[src/rtl/riscv_pkg.sv]
// Shared RV32 constants: NOP encoding, fetch FSM states, opcodes and the fetch queue entry.
package riscv_pkg;
    localparam int XLEN = 32;
    localparam logic [XLEN-1:0] NOP_INST = 32'h0000_0013;

    localparam logic [1:0] S_BOOT = 2'd0;
    localparam logic [1:0] S_RUN  = 2'd1;
    localparam logic [1:0] S_FULL = 2'd2;

    localparam logic [6:0] OPC_LUI    = 7'b0110111;
    localparam logic [6:0] OPC_AUIPC  = 7'b0010111;
    localparam logic [6:0] OPC_JAL    = 7'b1101111;
    localparam logic [6:0] OPC_JALR   = 7'b1100111;
    localparam logic [6:0] OPC_BRANCH = 7'b1100011;
    localparam logic [6:0] OPC_LOAD   = 7'b0000011;
    localparam logic [6:0] OPC_STORE  = 7'b0100011;
    localparam logic [6:0] OPC_OPIMM  = 7'b0010011;
    localparam logic [6:0] OPC_OP     = 7'b0110011;

    typedef struct packed {
        logic [XLEN-1:0] pc;
        logic [XLEN-1:0] inst;
    } fq_entry_t;
endpackage

[src/rtl/inst_fetch_unit_if.sv]
// Fetch-unit bundle: instruction memory req/gnt/rvalid, redirect input and decode handshake.
// FETCH_PERF_CNT_EN adds the perf_fetched / perf_stall counter outputs.
interface inst_fetch_unit_if;
    import riscv_pkg::*;

    logic            imem_req;
    logic [XLEN-1:0] imem_addr;
    logic            imem_gnt;
    logic            imem_rvalid;
    logic [XLEN-1:0] imem_rdata;
    logic            redirect_valid;
    logic [XLEN-1:0] redirect_pc;
    logic            if_valid;
    logic [XLEN-1:0] if_inst;
    logic [XLEN-1:0] if_pc;
    logic            id_ready;
`ifdef FETCH_PERF_CNT_EN
    logic [31:0]     perf_fetched;
    logic [31:0]     perf_stall;
`endif

    modport master (
        output imem_req, imem_addr, if_valid, if_inst, if_pc,
`ifdef FETCH_PERF_CNT_EN
        output perf_fetched, perf_stall,
`endif
        input  imem_gnt, imem_rvalid, imem_rdata, redirect_valid, redirect_pc, id_ready
    );

    modport slave (
        input  imem_req, imem_addr, if_valid, if_inst, if_pc,
`ifdef FETCH_PERF_CNT_EN
        input  perf_fetched, perf_stall,
`endif
        output imem_gnt, imem_rvalid, imem_rdata, redirect_valid, redirect_pc, id_ready
    );
endinterface

[src/rtl/fetch_queue.sv]
// Synchronous FIFO of {pc, inst} entries; flush empties it, push+pop allowed when full.
module fetch_queue
    import riscv_pkg::*;
#(
    parameter int DEPTH = 4
) (
    input  logic                   clk,
    input  logic                   rst_n,
    input  logic                   push,
    input  fq_entry_t              push_data,
    input  logic                   pop,
    input  logic                   flush,
    output fq_entry_t              head,
    output logic                   full,
    output logic                   empty,
    output logic [$clog2(DEPTH):0] count
);
    localparam int AW = $clog2(DEPTH);

    fq_entry_t        mem [DEPTH];
    logic [AW-1:0]    rd_ptr, wr_ptr;

    always_ff @(posedge clk or negedge rst_n) begin
        if (!rst_n) begin
            rd_ptr <= '0;
            wr_ptr <= '0;
            count  <= '0;
        end else if (flush) begin
            rd_ptr <= '0;
            wr_ptr <= '0;
            count  <= '0;
        end else begin
            if (push) wr_ptr <= wr_ptr + 1'b1;
            if (pop)  rd_ptr <= rd_ptr + 1'b1;
            count <= count + (AW+1)'(push) - (AW+1)'(pop);
        end
    end

    // Storage needs no reset: an entry is only read once count says it was written.
    always_ff @(posedge clk) begin
        if (push && !flush) mem[wr_ptr] <= push_data;
    end

    assign head  = mem[rd_ptr];
    assign full  = (count == (AW+1)'(DEPTH));
    assign empty = (count == '0);
endmodule

[src/rtl/inst_fetch_unit.sv]
// Instruction fetch stage: PC, request credits, stale-response discard and fetch FSM.
// Optional FETCH_PERF_CNT_EN adds transfer and decode-starvation counters.
module inst_fetch_unit
    import riscv_pkg::*;
#(
    parameter logic [XLEN-1:0] RESET_PC = 32'h0000_0000,
    parameter int              QDEPTH   = 4
) (
    input logic               clk,
    input logic               rst_n,
    inst_fetch_unit_if.master bus
);
    localparam int CW = $clog2(QDEPTH) + 1;

    logic [1:0]      state;
    logic [XLEN-1:0] fetch_pc, resp_pc, redir_tgt;
    logic [CW-1:0]   outst, discard, q_count, outst_nxt, count_nxt;
    logic            issue, xfer, accept, q_full, q_empty;
    fq_entry_t       q_head;

    assign redir_tgt = bus.redirect_pc & 32'hFFFF_FFFC;
    assign bus.imem_req  = (state == S_RUN) & ~bus.redirect_valid;
    assign bus.imem_addr = fetch_pc;
    assign issue  = bus.imem_req & bus.imem_gnt;
    assign xfer   = bus.if_valid & bus.id_ready;
    assign accept = bus.imem_rvalid & (discard == '0) & ~bus.redirect_valid;

    assign bus.if_valid = ~q_empty;
    assign bus.if_inst  = q_empty ? NOP_INST : q_head.inst;
    assign bus.if_pc    = q_empty ? '0 : q_head.pc;

    // Credit counts queue slots plus in-flight reads, so every response has a slot.
    assign outst_nxt = outst + CW'(issue) - CW'(bus.imem_rvalid);
    assign count_nxt = bus.redirect_valid ? '0 : (q_count + CW'(accept) - CW'(xfer));

    always_ff @(posedge clk or negedge rst_n) begin
        if (!rst_n) begin
            state    <= S_BOOT;
            fetch_pc <= RESET_PC;
            resp_pc  <= RESET_PC;
            outst    <= '0;
            discard  <= '0;
        end else begin
            outst <= outst_nxt;
            if (state == S_BOOT)
                state <= S_RUN;
            else
                state <= ((int'(count_nxt) + int'(outst_nxt)) >= QDEPTH) ? S_FULL : S_RUN;
            if (bus.redirect_valid) begin
                fetch_pc <= redir_tgt;
                resp_pc  <= redir_tgt;
                discard  <= outst - CW'(bus.imem_rvalid);
            end else begin
                if (issue)  fetch_pc <= fetch_pc + 32'd4;
                if (accept) resp_pc  <= resp_pc + 32'd4;
                if (bus.imem_rvalid && discard != '0) discard <= discard - 1'b1;
            end
        end
    end

    fetch_queue #(.DEPTH(QDEPTH)) u_queue (
        .clk       (clk),
        .rst_n     (rst_n),
        .push      (accept),
        .push_data ({resp_pc, bus.imem_rdata}),
        .pop       (xfer),
        .flush     (bus.redirect_valid),
        .head      (q_head),
        .full      (q_full),
        .empty     (q_empty),
        .count     (q_count)
    );

    a_no_overflow: assert property (@(posedge clk) disable iff (!rst_n)
        !(q_full && accept && !xfer));

`ifdef FETCH_PERF_CNT_EN
    logic [31:0] perf_fetched, perf_stall;

    always_ff @(posedge clk or negedge rst_n) begin
        if (!rst_n) begin
            perf_fetched <= '0;
            perf_stall   <= '0;
        end else begin
            if (xfer) perf_fetched <= perf_fetched + 32'd1;
            if (bus.id_ready && !bus.if_valid && state != S_BOOT) perf_stall <= perf_stall + 32'd1;
        end
    end

    assign bus.perf_fetched = perf_fetched;
    assign bus.perf_stall   = perf_stall;
`endif
endmodule

[src/flat_wrapper.sv]
// flat-port wrapper written by rule: the top's interface ports become plain ports
module inst_fetch_unit_flat import riscv_pkg::*;
#(
    parameter logic [XLEN-1:0] RESET_PC = 32'h0000_0000,
    parameter int              QDEPTH   = 4
)
  (clk, rst_n, bus_imem_req, bus_imem_addr, bus_if_valid, bus_if_inst, bus_if_pc, bus_imem_gnt, bus_imem_rvalid, bus_imem_rdata, bus_redirect_valid, bus_redirect_pc, bus_id_ready);
  inst_fetch_unit_if bus_i ();
  input logic clk;
  input logic rst_n;
  output wire logic [$bits(bus_i.imem_req)-1:0] bus_imem_req;
  output wire logic [$bits(bus_i.imem_addr)-1:0] bus_imem_addr;
  output wire logic [$bits(bus_i.if_valid)-1:0] bus_if_valid;
  output wire logic [$bits(bus_i.if_inst)-1:0] bus_if_inst;
  output wire logic [$bits(bus_i.if_pc)-1:0] bus_if_pc;
  input wire logic [$bits(bus_i.imem_gnt)-1:0] bus_imem_gnt;
  input wire logic [$bits(bus_i.imem_rvalid)-1:0] bus_imem_rvalid;
  input wire logic [$bits(bus_i.imem_rdata)-1:0] bus_imem_rdata;
  input wire logic [$bits(bus_i.redirect_valid)-1:0] bus_redirect_valid;
  input wire logic [$bits(bus_i.redirect_pc)-1:0] bus_redirect_pc;
  input wire logic [$bits(bus_i.id_ready)-1:0] bus_id_ready;
  assign bus_imem_req = bus_i.imem_req;
  assign bus_imem_addr = bus_i.imem_addr;
  assign bus_if_valid = bus_i.if_valid;
  assign bus_if_inst = bus_i.if_inst;
  assign bus_if_pc = bus_i.if_pc;
  assign bus_i.imem_gnt = bus_imem_gnt;
  assign bus_i.imem_rvalid = bus_imem_rvalid;
  assign bus_i.imem_rdata = bus_imem_rdata;
  assign bus_i.redirect_valid = bus_redirect_valid;
  assign bus_i.redirect_pc = bus_redirect_pc;
  assign bus_i.id_ready = bus_id_ready;
  inst_fetch_unit #(.RESET_PC(RESET_PC), .QDEPTH(QDEPTH)) u_core (.clk(clk), .rst_n(rst_n), .bus(bus_i));
endmodule
[config.mk]
export PLATFORM = sky130hd
export DESIGN_NAME = inst_fetch_unit_flat
export DESIGN_NICKNAME = d
export VERILOG_FILES = /design/src/rtl/riscv_pkg.sv /design/src/rtl/inst_fetch_unit_if.sv /design/src/rtl/fetch_queue.sv /design/src/rtl/inst_fetch_unit.sv /design/src/flat_wrapper.sv
export SDC_FILE = /design/constraint.sdc
export NUM_CORES = 1
export LEC_CHECK = 0
export CAP_MARGIN = 30
export CELL_PAD_IN_SITES_DETAIL_PLACEMENT = 1
export CELL_PAD_IN_SITES_GLOBAL_PLACEMENT = 1
export CORE_AREA = 2 2 175 177
export DETAILED_ROUTE_END_ITERATION = 8
export DIE_AREA = 0 0 177 179
export GPL_TIMING_DRIVEN = 0
export PLACE_DENSITY = 0.91
export SETUP_SLACK_MARGIN = 0.02
export SYNTH_ARGS = -nofsm -noshare
export SYNTH_HDL_FRONTEND = slang
export SYNTH_SLANG_ARGS = --single-unit
[constraint.sdc]
create_clock -name clk -period 3.81 [get_ports clk]
set_clock_uncertainty 0.15 [all_clocks]
set_input_delay 0.9525 -clock clk [delete_from_list [all_inputs] [get_ports clk]]
set_output_delay 0.9525 -clock clk [all_outputs]
set_load 0.02 [all_outputs]
### After elaboration in Yosys (flattened, before gate mapping)

Memory sizes are Yosys's and may differ from the RTL's.
Index checks and enable logic that the tools add are counted.

| cells by class | value |
|---|---|
| add/sub/neg operators | 11 |
| $lt $le $gt $ge | 1 |
| eq/ne operators | 1 |
| mux-type cells | 17 |
| bitwise logic cells | 7 |
| reduce and logical (&&, ||, !) cells | 11 |

Operator list:

| kind | number |
|---|---|
| $mux 32 | 6 |
| $add 32x3->32 const B | 2 |
| $ge 32x4->1 const B | 1 |
| $mux 2 | 6 |
| $mux 3 | 3 |
| $sub 3x1->3 | 3 |
| $reduce_bool 2->1 | 4 |
| $add 3x1->3 | 2 |
| $logic_not 3->1 | 2 |
| $and 1x1->1 | 5 |
| $add 2x1->2 const B | 2 |
| $add 3x3->4 | 1 |
| $reduce_bool 3->1 | 1 |
| $sub 3x1->3 const B | 1 |
| $eq 2x1->1 const B | 1 |
| $logic_and 1x1->1 | 2 |
| $logic_not 2->1 | 1 |
| $mux 1 | 2 |
| $not 1->1 | 2 |
| $logic_not 1->1 | 1 |

| storage, ports and cells | value |
|---|---|
| register bits | 79 |
| RAM bits | 256 |
| bits of input ports | 70 |
| output and inout port bits | 98 |
| word-level logic and storage cells | 57 |
| memories | 1 |

Memories:

| memory | depth | bits a word | rd ports | clocked after memory_dff | wr ports | line | RTL |
|---|---|---|---|---|---|---|---|
| u_core.u_queue.mem | 4 | 64 | 1 | 0 | 1 | fetch_queue.sv:20 | `fq_entry_t mem [DEPTH];` |

### Logic depth before layout (Yosys ltp)

Gate-level depths: netlist of run 1.

| depth | value |
|---|---|
| depth in word-level cells | 10 |
| gate-level depth with buffers | 17 |
| gate-level depth less buffers | 16 |

### Modules after synthesis

From an unflattened synthesis of run 1, not the netlist that was laid out.

| second synthesis, totals | value |
|---|---|
| cells, all modules | 892 |
| area total of the unflattened synthesis | 14,306.2 um^2 |

Modules (own cells, without submodules):

| module | instances | cells each | area an instance (um^2) | sequential area each (um^2) |
|---|---|---|---|---|
| fetch_queue | 1 | 374 | 9,700.6 | 7,862.5 |
| inst_fetch_unit | 1 | 518 | 4,605.7 | 1,701.6 |

### Least setup slack after synthesis of run 1

Ideal clock, no wire load.

| timing path | value |
|---|---|
| path type | input-to-reg |
| start | input bus_redirect_valid |
| end | register u_core.state[1] |
| setup time | 119 ps |
| arrival time | 3,379 ps |
| required time | 3,541 ps |
| slack | 162 ps |
| stages on the path | 15 |
| path buffers | 2 |
| path through | clkbuf_1 > clkbuf_1 > nor2_1 > inv_1 > ha_1 > inv_1 > ha_1 > fa_1 > xnor2_1 > xnor2_1 > nor2_1 > ha_1 > nor3_1 > nand2_1 > o21a_1 |

| between the ends | value |
|---|---|
| word-level cells in the longest chain between the ends | 9 |
| elaborated cells between the ends (all ways) | 13 |
| classes of those cells | 5 x add/sub; 1 x order compare; 3 x mux; 4 x bitwise |

RTL lines:

| what | line | RTL |
|---|---|---|
| from (decl) | flat_wrapper.sv:19 | `input wire logic [$bits(bus_i.redirect_valid)-1:0] bus_redirect_valid;` |
| $not 1->1 | inst_fetch_unit.sv:26 | `assign accept = bus.imem_rvalid & (discard == '0) & ~bus.redirect_valid;` |
| $and 1x1->1 | inst_fetch_unit.sv:26 |  |
| $add 3x1->3 | inst_fetch_unit.sv:34 | `assign count_nxt = bus.redirect_valid ? '0 : (q_count + CW'(accept) - CW'(xfer));` |
| $sub 3x1->3 | inst_fetch_unit.sv:34 |  |
| $mux 3 * | inst_fetch_unit.sv:34 |  |
| net u_core.count_nxt[2] | inst_fetch_unit.sv:17 | `logic [CW-1:0] outst, discard, q_count, outst_nxt, count_nxt;` |
| $add 3x3->4 * | inst_fetch_unit.sv:48 | `state <= ((int'(count_nxt) + int'(outst_nxt)) >= QDEPTH) ? S_FULL : S_RUN;` |
| $ge 32x4->1 * | inst_fetch_unit.sv:48 |  |
| $mux 2 * | inst_fetch_unit.sv:48 |  |
| $mux 2 * | inst_fetch_unit.sv:45 | `if (state == S_BOOT)` |
| to (signal assigned) | inst_fetch_unit.sv:48 |  |
| to (decl) | inst_fetch_unit.sv:15 | `logic [1:0] state;` |

Mark *: on every way through the listed nets, which the timed path passes. The rest lies on a longest branch.
A chain may end at the register's enable or synchronous reset.

### Worst setup path after layout of run 1

| timing path | value |
|---|---|
| start | register u_core.u_queue.rd_ptr[0] |
| end | output bus_if_pc[13] |

| between the ends | value |
|---|---|
| word-level cells in the longest chain between the ends | 2 |

RTL lines:

| what | line | RTL |
|---|---|---|
| from (decl) | fetch_queue.sv:21 | `logic [AW-1:0] rd_ptr, wr_ptr;` |
| from (signal assigned) | fetch_queue.sv:34 | `if (pop) rd_ptr <= rd_ptr + 1'b1;` |
| $mem_v2 4x64 | -- |  |
| $mux 32 | inst_fetch_unit.sv:30 | `assign bus.if_pc = q_empty ? '0 : q_head.pc;` |
| to (decl) | flat_wrapper.sv:15 | `output wire logic [$bits(bus_i.if_pc)-1:0] bus_if_pc;` |

No other way between the ends.

==> flow_summary.yaml, run 1 <==
setup_path:
  crit_path_max_fanout: 10
  crit_path_start_kind: "flop"
  crit-reg2reg-launch: "u_core.u_queue.count[0]"
  crit_arrival_ns: 2.60
  worstPathRequired_ns: 2.71
  cp-end-kind: "output port"
  reg2reg_slack_ns: 0.28
  r2r_cells: 14
  r2r-end: "u_core.state[1]"
  crit_type: "reg2out"
clock_tree:
  clock_latency_ns: 0.51
  clk_pin_slew_ns: 0.06
  hold_buffers: 0
  cts_root_buffer: "clkbuf_16"
  cts_made_buffers: 35
  cts.sinks: 323
  clockBufferDepth: 3
  cts_tree: "built"
  htreeDepth: 2
placement:
  io_buffers: 161
  placed_cell_area_mm2: 0.0161
  hpwl_um: 23700
  dp_cells: 1437
  gp_congestion: 0.886
  pre_cts_ws_ns: -1.11
power:
  comb_power_share_pct: 33.1
  switching_share_pct: 31.5
  power_leakage_nw: 5.86
  clkPwrFrac_pct: 28.4
  p_seq_share_pct: 38.5
  p_switching_w: 0.00350
  ir_drop_v: 0.000365
  p_per_area_mw_per_mm2: 646
  internal_power_w: 0.00761
timing:
  fin_crit_ns: 3.71
  setup_viol_count_final: 0
  finalHoldViolations: 0
  fin_hold_ws_ns: 0.246
  fmax_mhz: 270
  worstMarginPinSlew_ns: 1.03
  rsz0062_at_grt: "false"
  finalCritPeriodShare_pct: 97.3
  drv_slew: 0
  slew_headroom_pct: 30.9
  post-route-worst-setup-slack_ns: 0.103
final_layout:
  nets: 1168
  drive_gt1_share_pct: 15.9
  syn_to_final_growth_pct: 24.6
  antenna_cells: 0
  finalNonFillerCells: 1501
  stdcell_area_mm2: 0.0172
  postLayoutCoreUtil_pct: 57.3
  fillerInstances: 2832
yosys:
  synth-seq-cells: 323
  synthCells: 870
  ys_warn_count: 0
  ys_async_sr_fraction_pct: 23.2
  syn_area_per_cell_um2: 15.9
  synth_seq_area_share_pct: 67.5
  syn-cell-area_mm2: 0.0138
  synthFlopType: "edfxtp_1"
  synth.distinct_cells: 50
  synth_edf_count: 248
drt:
  drt-total-wl_um: 34700
  ant_nets: 0
  vias: 8743
  drt_iter0_drc: 542
  viasPerCell: 5.82
  wl_per_cell_um: 23.1
  drc: 0
  dr.pass1.iters: 7
global_routing:
  grt_pass1_wl_um: 53800
  grt_use_total_pct: 22.5
  grt_pass1_vias: 9319
  grt_max_degree: 50
  antenna_found_initial: 0
  overflow: 0
min_path:
  hold_class: "in2async"
floorplan:
  core_mm2: 0.0300
  num_rows: 64
  initial_core_util_pct: 46.0
  ios: 168
  die_h_um: 179
  dieArea_mm2: 0.0317
  dieWidth_um: 177
job:
  cap_violations: 0
run_status:
  status: "complete, no violations"
worst max path at each step:
| stage | endpoint | cells after the start | slack [ns] | start |
|---|---|---|---|---|
| floorplan | u_core.state[1] | 15 | 0.16 | bus_redirect_valid |
| global placement | u_core.u_queue.mem[0][27] | 5 | -1.73 | bus_redirect_valid |
| detailed placement | u_core.state[1] | 16 | -1.11 | bus_redirect_valid |
| CTS | u_core.state[1] | 16 | 0.03 | bus_redirect_valid |
| global route | bus_if_pc[13] | 5 | 0.03 | u_core.u_queue.rd_ptr[0] |
| finish | bus_if_pc[13] | 5 | 0.10 | u_core.u_queue.rd_ptr[0] |
what timing repair did:
action,4_1_cts,5_1_grt
setup endpoints to repair,66,9
pin swaps,2,1
setup buffers,4,0
hold endpoints to repair,0,0
gates resized for setup,27,3
cell type report:
class	count	area [um^2]	share of cell area (%)
timing repair buffer	172	1780	10.3
sequential	323	9330	54.2
tap	396	495	2.88
clock inverter	18	129	0.749
inverter	24	90.1	0.524
multi-input combinational	478	4210	24.5
clock buffer	44	920	5.35
buffer	46	251	1.46
layer usage:
metal	routed length, um	share of wire, %	GRT usage, %
met1	14500	42	30.2
met5	0	0	0
met3	2320	6.7	3.97
met2	17100	49	37.7
met4	748	2.2	6.37
critical path, stage by stage, from the launching register on:
cell             delay (ns)
dfrtp_2                0.37
buf_4                  0.16
buf_4                  0.25
mux4_2                 0.54
and2_1                 0.20
clkdlybuf4s50_1        0.58
layout by cell type, fill, tap and decap left out, drive strengths merged, types with 16 or more instances in the layout:
cell type      instances
ha                    16
edfxtp               248
buf                   29
clkbuf                73
nor2                  46
or4                   16
and2                  67
nor3                  20
mux4                  62
dfrtp                 75
nand4                 19
nand3                 19
a31oi                 21
clkdlybuf4s50        157
xnor2                 17
inv                   28
nand2                 19
sequential cells by signal (all words and copies together) (netlist names):
register and flops:
u_core.u_queue.wr_ptr 2, u_core.discard 3, u_core.u_queue.mem 248, u_core.outst 3, u_core.bus.imem_addr 30, u_core.u_queue.count 3
u_core.resp_pc 30, u_core.u_queue.rd_ptr 2, u_core.state 2
per-stage QoR:
stage | TNS (ns) | power [W]
6_report | 0 | 0.0111
5_1_grt | 0 | 0.0116
4_1_cts | 0 | 0.0112
3_5_place_dp | -3.45 | 0.00801
3_3_place_gp | -516.43 | 0.00786
2_1_floorplan | 0 | 0.00640
cells by family (layout without fill, tap and decap cells):
family	after synthesis	count (layout)	synth area share (%)
fa+ha+maj	18	18	1.74
compound gates	81	81	4.03
other cells	1	4	0.0272
mux	77	77	11.3
xor+xnor	28	28	1.78
simple gates	270	270	11.3
buf+inv	72	304	2.25
flops	323	323	67.5
cell usage after synthesis, types with 11 or more instances:
library cell / number / area share, %
a211oi_1: 12 / 0.65
inv_1: 24 / 0.65
nand2_1: 19 / 0.52
edfxtp_1: 248 / 54
nor2_1: 46 / 1.3
o31ai_1: 13 / 0.71
nand4_1: 19 / 0.86
a21oi_1: 12 / 0.44
or4_1: 15 / 0.82
and4_1: 14 / 0.89
nand3_1: 19 / 0.69
a31oi_1: 21 / 0.95
and2_1: 67 / 3.0
nor3_1: 20 / 0.73
xnor2_1: 17 / 1.1
mux4_2: 62 / 10
dfrtp_1: 75 / 14
mux2_2: 11 / 0.90
nor4_1: 11 / 0.50
clkbuf_1: 31 / 0.84
xor2_1: 11 / 0.70
ha_1: 16 / 1.5
power groups by stage:
stage          Clock (W)  Sequential, W  Combinational [W]
6_report         0.00316        0.00427            0.00368
5_1_grt          0.00333        0.00430            0.00397
4_1_cts          0.00322        0.00427            0.00374
3_5_place_dp           0        0.00432            0.00369
3_3_place_gp           0        0.00430            0.00356
2_1_floorplan          0        0.00429            0.00210
Note: power is estimated with default switching activity, not from simulation.
==> run 2, diff against run 1 <==
CORE_AREA = 2 2 178 180   (was 2 2 175 177)
DIE_AREA = 0 0 180 182   (was 0 0 177 179)
SYNTH_HIERARCHICAL = 1   (was default)
clock period = 4 ns   (was 3.81 ns; I/O delays follow)
==> flow_summary.yaml, run 2 <==
drt:
  dr.pass1.iters: 4
  vias: 8868
  viasPerCell: 5.77
  drt-total-wl_um: 36200
  ant_nets: 0
  drc: 0
  wl_per_cell_um: 23.6
  drt_iter0_drc: 772
timing:
  slew_headroom_pct: 38.8
  finalCritPeriodShare_pct: 98.6
  drv_slew: 0
  rsz0062_at_grt: "true"
  finalHoldViolations: 0
  setup_viol_count_final: 0
  fmax_mhz: 254
  worstMarginPinSlew_ns: 0.910
  fin_crit_ns: 3.94
setup_path:
  crit_type: "in2reg"
  crit_arrival_ns: 4.19
  crit-reg2reg-launch: "u_core/u_queue/count[2]"
  worstPathRequired_ns: 4.25
  crit_path_start_kind: "primary input"
  cp-end-kind: "flop"
  r2r_cells: 15
  crit_path_max_fanout: 10
  reg2reg_slack_ns: 0.15
  r2r-end: "u_core/state[1]"
floorplan:
  die_h_um: 182
  ios: 168
  dieWidth_um: 180
  dieArea_mm2: 0.0328
  num_rows: 65
  initial_core_util_pct: 46.1
  core_mm2: 0.0310
yosys:
  syn-cell-area_mm2: 0.0143
  synthCells: 891
  syn_area_per_cell_um2: 16.0
  ys_warn_count: 6
power:
  p_total_w: 0.0111
  p_seq_share_pct: 37.2
  ir_drop_v: 0.000276
  p_switching_w: 0.00348
  switching_share_pct: 31.4
  comb_power_share_pct: 34.0
  p_per_area_mw_per_mm2: 621
  clkPwrFrac_pct: 28.8
  power_leakage_nw: 6.05
  internal_power_w: 0.00759
final_layout:
  nets: 1199
  finalNonFillerCells: 1537
  layout_commonest_cell: "edfxtp_1"
  mostFrequentLayoutCells: "256 x edfxtp_1, 160 x clkdlybuf4s50_1, 75 x dfrtp_1"
  drive_gt1_share_pct: 16.7
  syn_to_final_growth_pct: 24.6
  largest_reg_flops: 256
  regMostFlops: "u_core/u_queue/mem"
  antenna_cells: 0
  postLayoutCoreUtil_pct: 57.5
global_routing:
  grt_use_total_pct: 22.4
  antenna_found_initial: 0
  grt_max_degree: 53
  overflow: 0
  grt_pass1_vias: 9758
  grt_pass1_wl_um: 56800
run_status:
  status: "complete, no violations"
clock_tree:
  cts_root_buffer: "clkbuf_16"
  cts_tree: "built"
  cts.sinks: 331
  clk_pin_slew_ns: 0.06
  clockBufferDepth: 3
  clock_latency_ns: 0.52
  htreeDepth: 2
  cts_made_buffers: 36
placement:
  hpwl_um: 24800
  io_buffers: 163
  gp_congestion: 0.850
  dp_cells: 1470
job:
  cap_violations: 0
min_path:
  hold_class: "in2async"
## run 2: worst max path at each step
stage                  startpoint         endpoint  slack [ns]  depth (start not counted)
4_1_cts        bus_redirect_valid  u_core/state[1]        0.07                         16
3_5_place_dp   bus_redirect_valid  u_core/state[1]       -1.43                         16
5_1_grt        bus_redirect_valid  u_core/state[1]      -0.006                         16
2_1_floorplan  bus_redirect_valid  u_core/state[1]        0.06                         15
3_3_place_gp   bus_redirect_valid  u_core/state[1]       -1.29                         16
6_report       bus_redirect_valid  u_core/state[1]        0.06                         16
## run 2: repair_timing
action | CTS | global route
endpoints found under the setup margin | 251 | 6
hold buffers | 0 | 0
resized for setup | 25 | 4
buffers inserted | 2 | 0
pin swaps | 2 | 0
## run 2: layout make-up
cell class | count | area, um^2
fillers | 2879 | 13200
clock buffers | 45 | 976
well taps | 402 | 503
inverters | 30 | 116
repair buffers | 170 | 1780
multi-input cells | 494 | 4410
plain buffers | 45 | 308
flip-flops and latches | 331 | 9560
clock inverters | 20 | 156
## run 2: critical path: stages
cell and delay, ns:
buf_4 0.17, clkbuf_8 0.19, clkinvlp_4 0.13, buf_6 0.18, nand2b_1 0.11, ha_1 0.30
inv_1 0.04, ha_1 0.18, fa_1 0.37, xnor2_1 0.18, xnor2_1 0.17, nor2_1 0.09
ha_1 0.29, or3_1 0.41, a41o_1 0.25, o21a_1 0.12
## run 2: per-layer routing
layer	global-route usage [%]	part of all wire, %
met5	0	0
met4	6.80	2.4
met3	3.67	5.1
met2	38.3	50
met1	29.6	42
## run 2: metrics by stage
stage / setup WS [ns] / hold WS [ns] / TNS (ns) / cell area [um^2]
final: 0.0579 / 0.246 / 0 / 17800
after global routing: -0.00634 / 0.256 / -0.0109 / 17800
after CTS: 0.0709 / 0.239 / 0 / 17800
after detailed placement: -1.43 / 0.400 / -132.64 / 16600
after global placement: -1.29 / 0.391 / -384.53 / 16500
after floorplan: 0.0644 / 0.350 / 0 / 14300
## run 2: power by group through the flow
stage / Combinational, W / Clock, W / Sequential (W)
6_report: 0.00376 / 0.00319 / 0.00412
5_1_grt: 0.00403 / 0.00337 / 0.00414
4_1_cts: 0.00383 / 0.00325 / 0.00412
3_5_place_dp: 0.00373 / 0 / 0.00417
3_3_place_gp: 0.00356 / 0 / 0.00415
2_1_floorplan: 0.00216 / 0 / 0.00415
